`src/rtl/imm_gen_pipe.sv`:
```
// imm_gen_pipe: pipelined immediate generator for the decode stage.
// Extracts the I/U/S/B/J/Z immediate from a 32-bit instruction, extends it to
// XLEN bits and presents it one cycle later through a 2-entry skid buffer.
// Optional select checker: define IMM_SELCHK_EN to require a strictly one-hot
// in_sel and to enable out_err / err_cnt; otherwise a priority decode is used.
module imm_gen_pipe #(
    parameter int XLEN  = 32,
    parameter int TAG_W = 5
) (
    input  logic             clk,
    input  logic             rst,
    input  logic             in_valid,
    output logic             in_ready,
    input  logic [31:0]      in_instr,
    input  logic [5:0]       in_sel,
    input  logic [TAG_W-1:0] in_tag,
    output logic             out_valid,
    input  logic             out_ready,
    output logic [XLEN-1:0]  out_imm,
    output logic [TAG_W-1:0] out_tag,
    output logic             out_err,
    output logic [7:0]       err_cnt
);

    typedef enum logic [1:0] {
        EMPTY,
        ONE,
        FULL
    } state_t;

    state_t           state;

    logic [XLEN-1:0]  imm_i;
    logic [XLEN-1:0]  imm_u;
    logic [XLEN-1:0]  imm_s;
    logic [XLEN-1:0]  imm_b;
    logic [XLEN-1:0]  imm_j;
    logic [XLEN-1:0]  imm_z;

    logic [XLEN-1:0]  beat_imm;
    logic             beat_err;

    logic [XLEN-1:0]  skid_imm;
    logic [TAG_W-1:0] skid_tag;
    logic             skid_err;

    logic             accept;
    logic             unused_opcode;

    // The opcode field plays no part in immediate extraction.
    assign unused_opcode = ^in_instr[6:0];

    // Per-format immediates, all sign-extended from instr[31] except Z.
    assign imm_i = {{(XLEN-12){in_instr[31]}}, in_instr[31:20]};
    assign imm_s = {{(XLEN-12){in_instr[31]}}, in_instr[31:25], in_instr[11:7]};
    assign imm_b = {{(XLEN-13){in_instr[31]}}, in_instr[31], in_instr[7],
                    in_instr[30:25], in_instr[11:8], 1'b0};
    assign imm_j = {{(XLEN-21){in_instr[31]}}, in_instr[31], in_instr[19:12],
                    in_instr[20], in_instr[30:21], 1'b0};
    assign imm_z = {{(XLEN-5){1'b0}}, in_instr[19:15]};

    // U already fills 32 bits, so it only needs extension on wide datapaths.
    if (XLEN > 32) begin : g_u_wide
        assign imm_u = {{(XLEN-32){in_instr[31]}}, in_instr[31:12], 12'b0};
    end else begin : g_u_narrow
        assign imm_u = {in_instr[31:12], 12'b0};
    end

    // Select the immediate for the incoming beat and flag an illegal select.
    always_comb begin
        beat_imm = '0;
        beat_err = 1'b0;
`ifdef IMM_SELCHK_EN
        case (in_sel)
            6'b000001: beat_imm = imm_i;
            6'b000010: beat_imm = imm_u;
            6'b000100: beat_imm = imm_s;
            6'b001000: beat_imm = imm_b;
            6'b010000: beat_imm = imm_j;
            6'b100000: beat_imm = imm_z;
            default:   beat_err = 1'b1;
        endcase
`else
        if (in_sel[0]) begin
            beat_imm = imm_i;
        end else if (in_sel[1]) begin
            beat_imm = imm_u;
        end else if (in_sel[2]) begin
            beat_imm = imm_s;
        end else if (in_sel[3]) begin
            beat_imm = imm_b;
        end else if (in_sel[4]) begin
            beat_imm = imm_j;
        end else if (in_sel[5]) begin
            beat_imm = imm_z;
        end else begin
            beat_imm = imm_j;
        end
`endif
    end

    // Readiness depends only on registered state so out_ready never reaches in_ready.
    assign in_ready  = (state != FULL) && !rst;
    assign out_valid = (state != EMPTY);
    assign accept    = in_valid && in_ready;

    // Skid-buffer controller: OUT is the presented beat, SKID catches one beat under stall.
    always_ff @(posedge clk) begin
        if (rst) begin
            state    <= EMPTY;
            out_imm  <= '0;
            out_tag  <= '0;
            out_err  <= 1'b0;
            skid_imm <= '0;
            skid_tag <= '0;
            skid_err <= 1'b0;
        end else begin
            case (state)
                EMPTY: begin
                    if (accept) begin
                        out_imm <= beat_imm;
                        out_tag <= in_tag;
                        out_err <= beat_err;
                        state   <= ONE;
                    end
                end
                ONE: begin
                    if (accept && out_ready) begin
                        out_imm <= beat_imm;
                        out_tag <= in_tag;
                        out_err <= beat_err;
                    end else if (accept) begin
                        skid_imm <= beat_imm;
                        skid_tag <= in_tag;
                        skid_err <= beat_err;
                        state    <= FULL;
                    end else if (out_ready) begin
                        state <= EMPTY;
                    end
                end
                FULL: begin
                    if (out_ready) begin
                        out_imm <= skid_imm;
                        out_tag <= skid_tag;
                        out_err <= skid_err;
                        state   <= ONE;
                    end
                end
                default: begin
                    state <= EMPTY;
                end
            endcase
        end
    end

`ifdef IMM_SELCHK_EN
    logic [7:0] err_cnt_q;

    // Saturating count of accepted beats whose select was illegal.
    always_ff @(posedge clk) begin
        if (rst) begin
            err_cnt_q <= 8'd0;
        end else if (accept && beat_err && (err_cnt_q != 8'hFF)) begin
            err_cnt_q <= err_cnt_q + 8'd1;
        end
    end

    assign err_cnt = err_cnt_q;
`else
    assign err_cnt = 8'd0;
`endif

endmodule

```
`config.mk`:
```
export PLATFORM = sky130hd
export DESIGN_NAME = imm_gen_pipe
export DESIGN_NICKNAME = d
export VERILOG_FILES = /design/src/rtl/imm_gen_pipe.sv
export SDC_FILE = /design/constraint.sdc
export NUM_CORES = 1
export LEC_CHECK = 0
export BUFFER_PORTS_ARGS = -buffer_cell sky130_fd_sc_hd__buf_2
export CAP_MARGIN = 15
export CORE_MARGIN = 1
export CORE_UTILIZATION = 30
export CTS_BUF_LIST = sky130_fd_sc_hd__clkbuf_4 sky130_fd_sc_hd__clkbuf_8
export DETAILED_ROUTE_END_ITERATION = 12
export HOLD_SLACK_MARGIN = 0.03
export PLACE_DENSITY = 0.53
export SYNTH_ARGS = -nofsm -noshare
export SYNTH_HDL_FRONTEND = slang
export SYNTH_SLANG_ARGS = --single-unit
```
`constraint.sdc`:
```
create_clock -name clk -period 1.95 [get_ports clk]
set_input_delay 0.0975 -clock clk [delete_from_list [all_inputs] [get_ports clk]]
set_output_delay 0.0975 -clock clk [all_outputs]
set_load 0.03 [all_outputs]
```
==> run metrics <==
max-cap violation count 0; Synth async-reset ratio 0%; Main synth FF type dfxtp_1; number of setup buffers added after CTS 0; GPL Wtd Cong 0.794; crit-path max cell delay 530 ps; post-synthesis cell area 3930 um^2; Post-DP HPWL 7.87 mm; yosys warns 0; GRT Util Overall 17.9%; 1st-iter DRT viols 308; final period utilization 96.9%; fmax 529 MHz; kind of critical path input pin to register; final cell count without fillers 748; Cell Pwr Density 756 nW/um^2; FP Rows 41; CP dominant cell by count buf_4; vias in the first global route 3685; Clock Latency Late Sink 370 ps; top cells by area, synth dfxtp_1, a21oi_1, a211oi_1; CTS Sinks 76; Max transition margin 49.7%; Crit. End Element register; Slew Limit Fails 0; part of the power in combinational logic 20.9%; Synth area leader dfxtp_1; crit-path max FO 18; Hold Violations, Final 0; number of H-tree levels 3; global-route wire length before repair 18.9 mm; crit path DAT 2160 ps; Die ar. 13600 um^2; number of synthesized register bits 76; Netlist cell types 45; Pre-Repair DR Iteration Count 4; nets 618; initial antenna violation count 0; crit-path cells dlygate4sd3_1, buf_2, or3b_4, buf_4, nor3_4, buf_4, nor2_1, a311oi_1; most common cell after layout, fill and taps aside buf_2; Int Pwr 2.53 mW; Detail Route Antenna Nets 0; RSZ-0062 raised after global routing true; TNS Setup 0 ps; Placeable Area 12700 um^2; Worst R2R Setup Slack 110 ps; HP Class input pin to register; Vias/cell 5.26; Avg Cell Area, Syn 8.04 um^2; area share of the leading cell type in the synthesized netlist 38.7%; r2r worst-path depth 6; initial core utilization 31.0%; CTS tree yes; Slew @ Worst Pin 755 ps; status finished clean; Switching Fraction 32.4%; DRC violations left 0; Clock Power Share 34.3%; placed inst area 4540 um^2; buffers added on ports 78; Final Core Density 39.0%; endpoint required time on the critical path 2220 ps; Slowest cell on crit path dlygate4sd3_1; Post-synth EDFFs 0; Min-Delay Path Depth 3; Leak Pwr 1.88 nW; crit path time final 1890 ps; grt ovf 0; die width 116 um; layout cells sized above 1 22.6%; placed cells 712; Design Area, Final 4950 um^2; Critical Path Start Type input pin; Sw Pwr 1.21 mW; post-synthesis sequential area ratio 38.7%; final wirelength 12.0 mm; Worst-path clk slew 80 ps; VDD IR-drop max 305 uV; Clock Skews 10.9 ps; sequential share of power 44.8%; Routed WL per cell 16.1 um; final setup violating endpoints 0; chip height 116 um; commonest non-fill, non-tap cells in the layout buf_2, dfxtp_1, a21oi_1; IO Count 95; vias post-DR 3933; total CTS buffers 9; Longest Clk Path Bufs 2; Mapped Cells 489; post-synthesis to final-layout area growth 25.9%; root buf cell clkbuf_8; diode count 0; Total Power 3.74 mW; pin count of the biggest net entering global routing 70
-- stage by stage --
step | hold slack (ps) | setup slack (ps)
6_report | 53.4 | 60.8
5_1_grt | 57.5 | -45.8
4_1_cts | 33.5 | 81.5
3_5_place_dp | 355 | 102
3_3_place_gp | 356 | 170
2_1_floorplan | 233 | 330
-- power by group through the flow --
stage          registers (mW)  clock network [mW]  logic, mW
2_1_floorplan            1.83                   0      0.388
3_3_place_gp             1.71                   0      0.738
3_5_place_dp             1.72                   0      0.746
4_1_cts                  1.68                1.32      0.779
5_1_grt                  1.69                1.39      0.849
6_report                 1.68                1.28      0.781
-- per-layer routing --
metal / wire, um / vias up / global-route usage [%] / part of all wire (%)
met5: 0 / - / 0 / 0
met4: 256 / 0 / 6.50 / 2.1
met3: 539 / 19 / 3.63 / 4.5
met2: 5480 / 112 / 28.3 / 46
met1: 5730 / 1864 / 24.0 / 48
li1: - / 1938 / - / -
-- worst paths after layout --
check / startpoint / end
setup / recovery: rst / skid_imm[3]
hold / removal: in_instr[22] / skid_imm[2]
setup reg to reg: state[1] / skid_imm[3]
hold reg to reg: out_imm[26] / out_imm[26]
-- critical path, delay by kind of cell --
kind | cells | cell delay [ps]
buf+inv | 4 | 1190
simple gates | 3 | 620
compound gates | 1 | 250
-- repair_timing --
action / CTS / global route
endpoints found under the setup margin: 0 / 21
hold buffers: 20 / 0
resized for setup: 0 / 2
hold endpoints to repair: 34 / 0
-- state kept, by name, summed over array words and instances (netlist names) --
signal	flops
out_imm	32
skid_tag	5
state	2
skid_imm	32
out_tag	5
-- cell usage after synthesis, types with 9 or more instances --
master      n
o2111ai_1  11
dfxtp_1    76
nand3_1    43
nor2_1     44
nand2_1    45
a311oi_1   14
nand2b_1   15
o211ai_1   11
a211oi_1   29
buf_2       9
o311ai_0    9
inv_1      12
buf_4      12
nand3b_1   14
clkbuf_1   32
a21oi_1    48
-- cells by family after synthesis --
group | count (synthesis) | share of synthesized area [%]
simple gates | 189 | 24.3
compound gates | 147 | 26.9
flops | 76 | 38.7
buf+inv | 71 | 8.79
mux | 5 | 1.27
other cells | 1 | 0.0954
-- area by class of cell --
cell class	instances	area [um^2]
timing repair buffer	122	846
fill	1318	7720
clock inverter	7	78.8
tap	172	215
multi-input combinational	350	2120
sequential	76	1520
inverter	12	45.0
clock buffer	9	124
Note: power is estimated with default switching activity, not from simulation.
